<file path="config.mk">
export PLATFORM = sky130hd
export DESIGN_NAME = lsu_ctrl_flat
export DESIGN_NICKNAME = d
export VERILOG_FILES = /design/src/rtl/lsu_ctrl_if.sv /design/src/rtl/lsu_ctrl.sv /design/src/flat_wrapper.sv
export SDC_FILE = /design/constraint.sdc
export NUM_CORES = 1
export LEC_CHECK = 0
export CORE_AREA = 2 2 117 119
export CTS_BUF_LIST = sky130_fd_sc_hd__clkbuf_8
export CTS_CLUSTER_SIZE = 30
export DETAILED_ROUTE_END_ITERATION = 6
export DIE_AREA = 0 0 119 121
export PLACE_DENSITY = 0.82
export SLEW_MARGIN = 20
export SYNTH_ARGS = -nofsm -noshare
export SYNTH_HDL_FRONTEND = slang
export SYNTH_SLANG_ARGS = --single-unit
</file>
<file path="constraint.sdc">
create_clock -name clk -period 2.45 [get_ports clk]
set_clock_uncertainty 0.05 [all_clocks]
set_input_delay 0.245 -clock clk [delete_from_list [all_inputs] [get_ports clk]]
set_output_delay 0.245 -clock clk [all_outputs]
set_load 0.1 [all_outputs]
</file>
<file path="src/rtl/lsu_ctrl_if.sv">
// CPU-side request/response channel and memory-bus channel of the load/store unit.
// slave: the LSU view (takes CPU requests, drives the memory bus).
// master: the environment view (CPU plus memory).
interface lsu_ctrl_if;
  logic        req_valid;
  logic        req_ready;
  logic        req_wr;
  logic [2:0]  req_op;
  logic [31:0] req_addr;
  logic [31:0] req_wdata;
  logic        resp_valid;
  logic [31:0] resp_rdata;
  logic        resp_err;
  logic        mem_valid;
  logic        mem_ready;
  logic        mem_wr;
  logic [31:0] mem_addr;
  logic [31:0] mem_wdata;
  logic [3:0]  mem_wmask;
  logic        mem_rvalid;
  logic [31:0] mem_rdata;

  modport slave (
    input  req_valid, req_wr, req_op, req_addr, req_wdata,
    input  mem_ready, mem_rvalid, mem_rdata,
    output req_ready, resp_valid, resp_rdata, resp_err,
    output mem_valid, mem_wr, mem_addr, mem_wdata, mem_wmask
  );

  modport master (
    output req_valid, req_wr, req_op, req_addr, req_wdata,
    output mem_ready, mem_rvalid, mem_rdata,
    input  req_ready, resp_valid, resp_rdata, resp_err,
    input  mem_valid, mem_wr, mem_addr, mem_wdata, mem_wmask
  );
endinterface

</file>
<file path="src/rtl/lsu_ctrl.sv">
// Load/store unit controller: accepts one CPU access at a time, checks
// alignment/op legality, issues a single word-aligned bus request, extracts
// and extends load data, and bounds the read-return wait with a timeout.
// All outputs are registered; one response pulse per accepted request.
module lsu_ctrl #(
  parameter int TIMEOUT_CYCLES = 255
) (
  input logic       clk,
  input logic       rst,
  lsu_ctrl_if.slave bus
);

  typedef enum logic [1:0] {IDLE, ADDR, WAIT, RESP} state_t;

  localparam logic [7:0] TIMEOUT_C = 8'(TIMEOUT_CYCLES);

  state_t      state_r;
  logic [7:0]  cnt_r;
  logic [2:0]  op_r;
  logic [1:0]  off_r;
  logic        wr_r;
  logic        req_ready_r;
  logic        resp_valid_r;
  logic        resp_err_r;
  logic [31:0] resp_rdata_r;
  logic        mem_valid_r;
  logic        mem_wr_r;
  logic [31:0] mem_addr_r;
  logic [31:0] mem_wdata_r;
  logic [3:0]  mem_wmask_r;

  logic        accept_s;
  logic        dec_err_s;

  // Illegal op, store with unsigned op, or misaligned half/word access.
  function automatic logic decode_err(input logic wr, input logic [2:0] op,
                                      input logic [1:0] off);
    logic e;
    case (op)
      3'b000:  e = 1'b0;
      3'b001:  e = off[0];
      3'b010:  e = (off != 2'b00);
      3'b100:  e = wr;
      3'b101:  e = wr | off[0];
      default: e = 1'b1;
    endcase
    return e;
  endfunction

  // Byte-lane enables for a legal store.
  function automatic logic [3:0] store_mask(input logic [2:0] op, input logic [1:0] off);
    logic [3:0] m;
    case (op[1:0])
      2'b00:   m = 4'b0001 << off;
      2'b01:   m = 4'b0011 << off;
      2'b10:   m = 4'b1111;
      default: m = 4'b0000;
    endcase
    return m;
  endfunction

  // Shift the addressed field down and sign/zero-extend by op.
  function automatic logic [31:0] load_extract(input logic [2:0] op, input logic [1:0] off,
                                               input logic [31:0] data);
    logic [31:0] s;
    logic [31:0] r;
    s = data >> {off, 3'b000};
    case (op)
      3'b000:  r = {{24{s[7]}}, s[7:0]};
      3'b001:  r = {{16{s[15]}}, s[15:0]};
      3'b010:  r = s;
      3'b100:  r = {24'd0, s[7:0]};
      3'b101:  r = {16'd0, s[15:0]};
      default: r = 32'd0;
    endcase
    return r;
  endfunction

  assign accept_s  = bus.req_valid & req_ready_r;
  assign dec_err_s = decode_err(bus.req_wr, bus.req_op, bus.req_addr[1:0]);

  // Transaction FSM with all outputs registered alongside the state.
  always_ff @(posedge clk) begin
    if (rst) begin
      state_r      <= IDLE;
      cnt_r        <= 8'd0;
      op_r         <= 3'd0;
      off_r        <= 2'd0;
      wr_r         <= 1'b0;
      req_ready_r  <= 1'b0;
      resp_valid_r <= 1'b0;
      resp_err_r   <= 1'b0;
      resp_rdata_r <= 32'd0;
      mem_valid_r  <= 1'b0;
      mem_wr_r     <= 1'b0;
      mem_addr_r   <= 32'd0;
      mem_wdata_r  <= 32'd0;
      mem_wmask_r  <= 4'd0;
    end else begin
      case (state_r)
        IDLE: begin
          if (accept_s) begin
            op_r        <= bus.req_op;
            off_r       <= bus.req_addr[1:0];
            wr_r        <= bus.req_wr;
            req_ready_r <= 1'b0;
            if (dec_err_s) begin
              // Rejected without touching the bus.
              state_r      <= RESP;
              resp_valid_r <= 1'b1;
              resp_err_r   <= 1'b1;
              resp_rdata_r <= 32'd0;
            end else begin
              state_r     <= ADDR;
              mem_valid_r <= 1'b1;
              mem_wr_r    <= bus.req_wr;
              mem_addr_r  <= {bus.req_addr[31:2], 2'b00};
              if (bus.req_wr) begin
                mem_wdata_r <= bus.req_wdata << {bus.req_addr[1:0], 3'b000};
                mem_wmask_r <= store_mask(bus.req_op, bus.req_addr[1:0]);
              end else begin
                mem_wdata_r <= 32'd0;
                mem_wmask_r <= 4'b0000;
              end
            end
          end else begin
            req_ready_r <= 1'b1;
          end
        end
        ADDR: begin
          // Request fields stay frozen until the bus takes them.
          if (bus.mem_ready) begin
            mem_valid_r <= 1'b0;
            if (wr_r) begin
              state_r      <= RESP;
              resp_valid_r <= 1'b1;
              resp_err_r   <= 1'b0;
              resp_rdata_r <= 32'd0;
            end else begin
              state_r <= WAIT;
              cnt_r   <= 8'd0;
            end
          end else begin
            state_r <= ADDR;
          end
        end
        WAIT: begin
          // Read return beats the timeout when both land on the same cycle.
          if (bus.mem_rvalid) begin
            state_r      <= RESP;
            resp_valid_r <= 1'b1;
            resp_err_r   <= 1'b0;
            resp_rdata_r <= load_extract(op_r, off_r, bus.mem_rdata);
          end else if (cnt_r + 8'd1 == TIMEOUT_C) begin
            state_r      <= RESP;
            resp_valid_r <= 1'b1;
            resp_err_r   <= 1'b1;
            resp_rdata_r <= 32'd0;
          end else begin
            cnt_r <= cnt_r + 8'd1;
          end
        end
        RESP: begin
          state_r      <= IDLE;
          resp_valid_r <= 1'b0;
          req_ready_r  <= 1'b1;
        end
        default: begin
          state_r      <= IDLE;
          resp_valid_r <= 1'b0;
          mem_valid_r  <= 1'b0;
          req_ready_r  <= 1'b0;
        end
      endcase
    end
  end

  assign bus.req_ready  = req_ready_r;
  assign bus.resp_valid = resp_valid_r;
  assign bus.resp_err   = resp_err_r;
  assign bus.resp_rdata = resp_rdata_r;
  assign bus.mem_valid  = mem_valid_r;
  assign bus.mem_wr     = mem_wr_r;
  assign bus.mem_addr   = mem_addr_r;
  assign bus.mem_wdata  = mem_wdata_r;
  assign bus.mem_wmask  = mem_wmask_r;

endmodule

</file>
<file path="src/flat_wrapper.sv">
// flat-port wrapper written by rule: the top's interface ports become plain ports
module lsu_ctrl_flat 
#(
  parameter int TIMEOUT_CYCLES = 255
)
  (clk, rst, bus_req_valid, bus_req_wr, bus_req_op, bus_req_addr, bus_req_wdata, bus_mem_ready, bus_mem_rvalid, bus_mem_rdata, bus_req_ready, bus_resp_valid, bus_resp_rdata, bus_resp_err, bus_mem_valid, bus_mem_wr, bus_mem_addr, bus_mem_wdata, bus_mem_wmask);
  lsu_ctrl_if bus_i ();
  input logic clk;
  input logic rst;
  input wire logic [$bits(bus_i.req_valid)-1:0] bus_req_valid;
  input wire logic [$bits(bus_i.req_wr)-1:0] bus_req_wr;
  input wire logic [$bits(bus_i.req_op)-1:0] bus_req_op;
  input wire logic [$bits(bus_i.req_addr)-1:0] bus_req_addr;
  input wire logic [$bits(bus_i.req_wdata)-1:0] bus_req_wdata;
  input wire logic [$bits(bus_i.mem_ready)-1:0] bus_mem_ready;
  input wire logic [$bits(bus_i.mem_rvalid)-1:0] bus_mem_rvalid;
  input wire logic [$bits(bus_i.mem_rdata)-1:0] bus_mem_rdata;
  output wire logic [$bits(bus_i.req_ready)-1:0] bus_req_ready;
  output wire logic [$bits(bus_i.resp_valid)-1:0] bus_resp_valid;
  output wire logic [$bits(bus_i.resp_rdata)-1:0] bus_resp_rdata;
  output wire logic [$bits(bus_i.resp_err)-1:0] bus_resp_err;
  output wire logic [$bits(bus_i.mem_valid)-1:0] bus_mem_valid;
  output wire logic [$bits(bus_i.mem_wr)-1:0] bus_mem_wr;
  output wire logic [$bits(bus_i.mem_addr)-1:0] bus_mem_addr;
  output wire logic [$bits(bus_i.mem_wdata)-1:0] bus_mem_wdata;
  output wire logic [$bits(bus_i.mem_wmask)-1:0] bus_mem_wmask;
  assign bus_i.req_valid = bus_req_valid;
  assign bus_i.req_wr = bus_req_wr;
  assign bus_i.req_op = bus_req_op;
  assign bus_i.req_addr = bus_req_addr;
  assign bus_i.req_wdata = bus_req_wdata;
  assign bus_i.mem_ready = bus_mem_ready;
  assign bus_i.mem_rvalid = bus_mem_rvalid;
  assign bus_i.mem_rdata = bus_mem_rdata;
  assign bus_req_ready = bus_i.req_ready;
  assign bus_resp_valid = bus_i.resp_valid;
  assign bus_resp_rdata = bus_i.resp_rdata;
  assign bus_resp_err = bus_i.resp_err;
  assign bus_mem_valid = bus_i.mem_valid;
  assign bus_mem_wr = bus_i.mem_wr;
  assign bus_mem_addr = bus_i.mem_addr;
  assign bus_mem_wdata = bus_i.mem_wdata;
  assign bus_mem_wmask = bus_i.mem_wmask;
  lsu_ctrl #(.TIMEOUT_CYCLES(TIMEOUT_CYCLES)) u_core (.clk(clk), .rst(rst), .bus(bus_i));
endmodule
</file>
# Word-level counts from Yosys, hierarchy flattened
# Index checks and enable logic that the tools add are counted.
[classes]
add_sub_neg = 1
multipliers = 0
div_mod_pow = 0
magnitude_cmp = 0
n_eq_ne = 23
n_shift = 4
muxes = 41
bitwise_logic = 3
n_reduce_logical = 16
[op_table]
columns = ["op", "count"]
rows = [
  ["32-bit two-way mux", 7],
  ["32-bit one-hot mux with 5 select lines", 1],
  ["32-bit one-hot mux with 3 select lines", 1],
  ["8-bit two-way mux", 4],
  ["32-bit by 5-bit left shift with 32-bit output", 1],
  ["32-bit by 5-bit right shift with 32-bit output", 1],
  ["8-bit one-hot mux with 2 select lines", 1],
  ["1-bit two-way mux", 14],
  ["3-bit equality test (second input constant)", 4],
  ["4-bit one-hot mux with 3 select lines", 1],
  ["2-bit two-way mux", 5],
  ["2-bit inequality test (second input constant)", 5],
  ["5-bit AND reduction", 2],
  ["8-bit by 1-bit adder with 8-bit output (second input constant)", 1],
  ["8-bit equality test (second input constant)", 1],
  ["2-bit one-hot mux with 4 select lines", 1],
  ["2-bit nonzero test", 4],
  ["2-bit equality test (second input constant)", 3],
  ["3-bit by 1-bit equality test with 1-bit output (second input constant)", 2],
  ["3-bit by 2-bit equality test with 1-bit output (second input constant)", 2],
  ["3-bit logical NOT", 2],
  ["2-bit by 1-bit inequality test with 1-bit output (second input constant)", 3],
  ["6-bit AND reduction", 1],
  ["1-bit one-hot mux with 5 select lines", 1],
  ["other kinds (16)", 20],
]
[word_totals]
ff_bits = 119
latch_bits = 0
mem_bits_rw = 0
romBits = 0
inputBits = 105
output_inout_bits = 105
word_cells = 102
n_memories = 0

# Logic depth before layout (Yosys ltp)
[depth]
depth_word = 5
ltp_mapped = 10
ltp_nobuf = 7

# Worst setup path before layout
# Ideal clock, no wire load.
[synth_timing]
path_type = "reg2reg"
start = "register u_core.req_ready_r, in the netlist u_core.bus.req_ready"
end = "register u_core.resp_rdata_r[27], in the netlist u_core.bus.resp_rdata[27]"
t_arrival_ps = 2478
required_time_ps = 2279
slack_ps = -199
path_stages_with_launch = 7
path_buffers = 1
synth_period_minus_slack_ps = 2649
path_cell_list = "dfxtp_1 > nand2_1 > a22o_1 > nor3b_2 > a21boi_4 > buf_6 > mux2_2"
[synth_between]
elab_chain_len = 3
[synth_lines]
columns = ["element", "line", "rtl"]
rows = [
  ["from (decl)", "lsu_ctrl.sv:22", "logic req_ready_r;"],
  ["from (signal assigned)", "lsu_ctrl.sv:90", "req_ready_r <= 1'b0;"],
  ["from (signal assigned)", "lsu_ctrl.sv:106", "req_ready_r <= 1'b0;"],
  ["from (signal assigned)", "lsu_ctrl.sv:127", "req_ready_r <= 1'b1;"],
  ["1-bit AND", "lsu_ctrl.sv:79", "assign accept_s = bus.req_valid & req_ready_r;"],
  ["2-bit by 1-bit inequality test with 1-bit output (no line)", "-", ""],
  ["6-bit AND reduction (no line)", "-", ""],
  ["to (signal assigned)", "lsu_ctrl.sv:153", "resp_rdata_r <= load_extract(op_r, off_r, bus.mem_rdata);"],
  ["to (decl)", "lsu_ctrl.sv:25", "logic [31:0] resp_rdata_r;"],
]
# Every way passes these cells.
# A chain may end at the register's enable or synchronous reset.

# Worst setup path in the final report
[layout_timing]
start = "register u_core.cnt_r[0]"
end = "register u_core.resp_rdata_r[8], in the netlist u_core.bus.resp_rdata[8]"
[layout_between]
elab_chain_len = 4
[layout_lines]
columns = ["element", "line", "rtl"]
rows = [
  ["from (decl)", "lsu_ctrl.sv:18", "logic [7:0] cnt_r;"],
  ["from (signal assigned)", "lsu_ctrl.sv:160", "cnt_r <= cnt_r + 8'd1;"],
  ["8-bit by 1-bit adder with 8-bit output", "lsu_ctrl.sv:154", "end else if (cnt_r + 8'd1 == TIMEOUT_C) begin"],
  ["8-bit equality test", "lsu_ctrl.sv:154", ""],
  ["3-bit by 2-bit inequality test with 1-bit output (no line)", "-", ""],
  ["6-bit AND reduction (no line)", "-", ""],
]
# Every way passes these cells.

==> reports/metrics.cfg <==
[routing]
via_per_inst = 5.38
antenna_left = 0
drc = 0
finalWirelength_mm = 17.6
drt_pass1_iterations = 5
drt-initial-drc-count = 352
via_count = 5996
route.detailed.wl_per_inst_um = 15.8

[synthesis]
netlist_instances = 733
ys_seq_elements = 119
synth_cell_types = 56
synth_most_common_cell = nand2_1
yosys.area.top_type_share_pct = 39.2
async_flop_share_pct = 0
yosysSeqAreaShare_pct = 39.2
syn_area_um2 = 6070
synth_ff_type = dfxtp_1
synth_edf_count = 0
syn_avg_cell_area_um2 = 8.28
synth.area.top_cells = dfxtp_1 (39%), nand2_1 (9.3%), a21oi_1 (7.0%)
yosysTopAreaCell = dfxtp_1
synthTopCellsByCount = nand2_1 (150), dfxtp_1 (119), a21oi_1 (85)
yosys_warnings = 0

[clock_tree]
clk_latency_ns = 0.45
cts_tree = built
clk_pin_slew_worst_paths_ns = 0.07
root_buffer = clkbuf_8
clockBufferDepth = 2
clock_sinks = 119
hold_buffers = 0
cts_setup_buffers = 0
ctsHtreeMaxLevel = 4
cts_made_buffers = 17

[critical_path]
timing.rr.end = u_core.bus.resp_rdata[8]
regToRegSetupSlack_ns = 0.12
critPathCaptureType = register
crit_fanout = 23
cp-start-kind = register
cp-endpoint = u_core.bus.resp_rdata[8]
crit_arrival_ns = 2.65
cp_slowest_stage_delay_ns = 0.41
cp_slowest_cell = dfxtp_1
worstPathCellList = ha_1 -> and3_2 -> mux2i_2 -> o221ai_4 -> a21boi_4 -> buf_12 -> buf_4 -> mux2i_1
worstSetupStartpoint = u_core.cnt_r[0]
critPathRequiredTime_ns = 2.77
rr_worst_depth = 8
rr_startpoint = u_core.cnt_r[0]
crit_type = reg -> reg

[layout]
fin_nets = 1038
final_cells = 1115
final_core_util_pct = 65.2
final_layout_size_suffix_gt1_share_pct = 21.9
area_growth_pct = 40.5
final_area_um2 = 8530
antennaDiodeCount = 0

[power]
max-vdd-ir-drop_uv = 457
power_density_nw_per_um2 = 749
leakagePower_uw = 0.00334

[die]
rows = 42
initial_core_util_pct = 46.4
coreArea_um2 = 13100
die_y_um = 121
num_io_pins = 210
dieWidth_um = 119
die-area_um2 = 14400

[grt]
grt_usage_pct = 24.4
grt_overflow = 0
grt_first_pass_wirelength_mm = 28.4
antenna_found_initial = 0
grt_pass1_vias = 5739
grt_max_degree = 54

[flow_run]
maxCapViolCount = 0

[sta]
fin_crit_ns = 2.33
min_period_over_period_pct = 95.2
slew_violations = 0
maxSlewHeadroom_pct = 51.3
finalSetupViolations = 0
tightest_slew_ns = 0.729
finalHoldViolations = 0
fmax_ghz = 0.429

[place]
io_buffers = 207
hpwl_mm = 12.5
place_inst = 1083
placed_area_um2 = 8070
gp_congestion = 0.874

[hold_path]
hold_path.class = in -> reg

[status]
status = complete, no violations

## cells by family (layout without fill, tap and decap cells)
group                    Yosys count  in the layout  share of synthesized area (%)
AND/OR/NAND/NOR                  280            280                           21.6
AO/OA/AOI/OAI                    168            168                           17.3
flip-flops                       119            119                           39.2
multiplexers                      82             82                           14.7
buffers and inverters             75            280                           5.61
adder cells (fa/ha/maj)            7              7                           1.44
other                              1              2                         0.0618
XOR/XNOR                           1              1                          0.144
## cell usage in the layout (no fill, tap or decap), drive strengths merged, types with 21 or more instances in the layout
cell type,count
dfxtp,119
nor2b,25
buf,129
nand3,36
o21ai,25
mux2,40
nand2b,21
mux2i,41
a21oi,85
nand2,150
clkdlybuf4s50,103
## critical path, delay by kind of cell, from the launching register on
kind	cells	cell delay, ns
multiplexers	2	0.51
AO/OA/AOI/OAI	2	0.41
flip-flops	1	0.41
buffers and inverters	2	0.40
AND/OR/NAND/NOR	1	0.25
adder cells (fa/ha/maj)	1	0.22
## stage by stage
step	TNS, ns	hold WS, ns	setup WS [ns]	total power [uW]
after detailed placement	0	0.396	0.0802	4450
final	0	0.135	0.117	6380
after global placement	0	0.388	0.114	4430
after floorplan	0	0.331	0.175	3820
after CTS	0	0.114	0.0916	6420
after global routing	-0.00233	0.147	-0.00233	6640
## how the worst min path moves through the flow
stage / from / endpoint / slack, ns / depth (start not counted)
after global routing: rst / u_core.op_r[1] / 0.15 / 2
final: rst / u_core.op_r[0] / 0.13 / 2
after global placement: u_core.bus.mem_wdata[22] / u_core.bus.mem_wdata[22] / 0.39 / 2
after detailed placement: u_core.bus.mem_wdata[4] / u_core.bus.mem_wdata[4] / 0.40 / 2
after CTS: rst / u_core.off_r[0] / 0.11 / 2
after floorplan: bus_req_addr[10] / u_core.bus.mem_addr[10] / 0.33 / 2
## area by class of cell
type	instances	area [um2]
Sequential cell	119	2380
Inverter	16	60.1
Fill cell	1115	4560
Tap cell	176	220
Clock inverter	13	179
Clock buffer	19	262
Multi-Input combinational cell	540	3370
Timing Repair Buffer	232	2050
## repair_timing
action,CTS,global route
resized for setup,0,4
setup endpoints to repair,0,7
endpoints found under the hold margin,0,0
## state kept, by name (all words and copies together), names as in the netlist, 2 cells and up
register,cells
u_core.bus.mem_wdata,32
u_core.bus.mem_addr,30
u_core.cnt_r,8
u_core.state_r,2
u_core.bus.mem_wmask,4
u_core.bus.resp_rdata,32
u_core.op_r,3
u_core.off_r,2
## layer usage
| layer | share of wire [%] | GRT usage, % | vias up |
|---|---|---|---|
| met5 | 0 | 0 | - |
| li1 | - | - | 2931 |
| met3 | 8.4 | 7.89 | 32 |
| met2 | 47 | 39.5 | 243 |
| met4 | 2.5 | 10.2 | 0 |
| met1 | 43 | 29.8 | 2790 |
## power breakdown
group	switching [uW]	leakage, uW	internal, uW
combinational	1430	0.00217	832
sequential	101	0.000962	2050
clock	815	0.000207	1150
No activity file was read; power rests on OpenSTA's default activity.
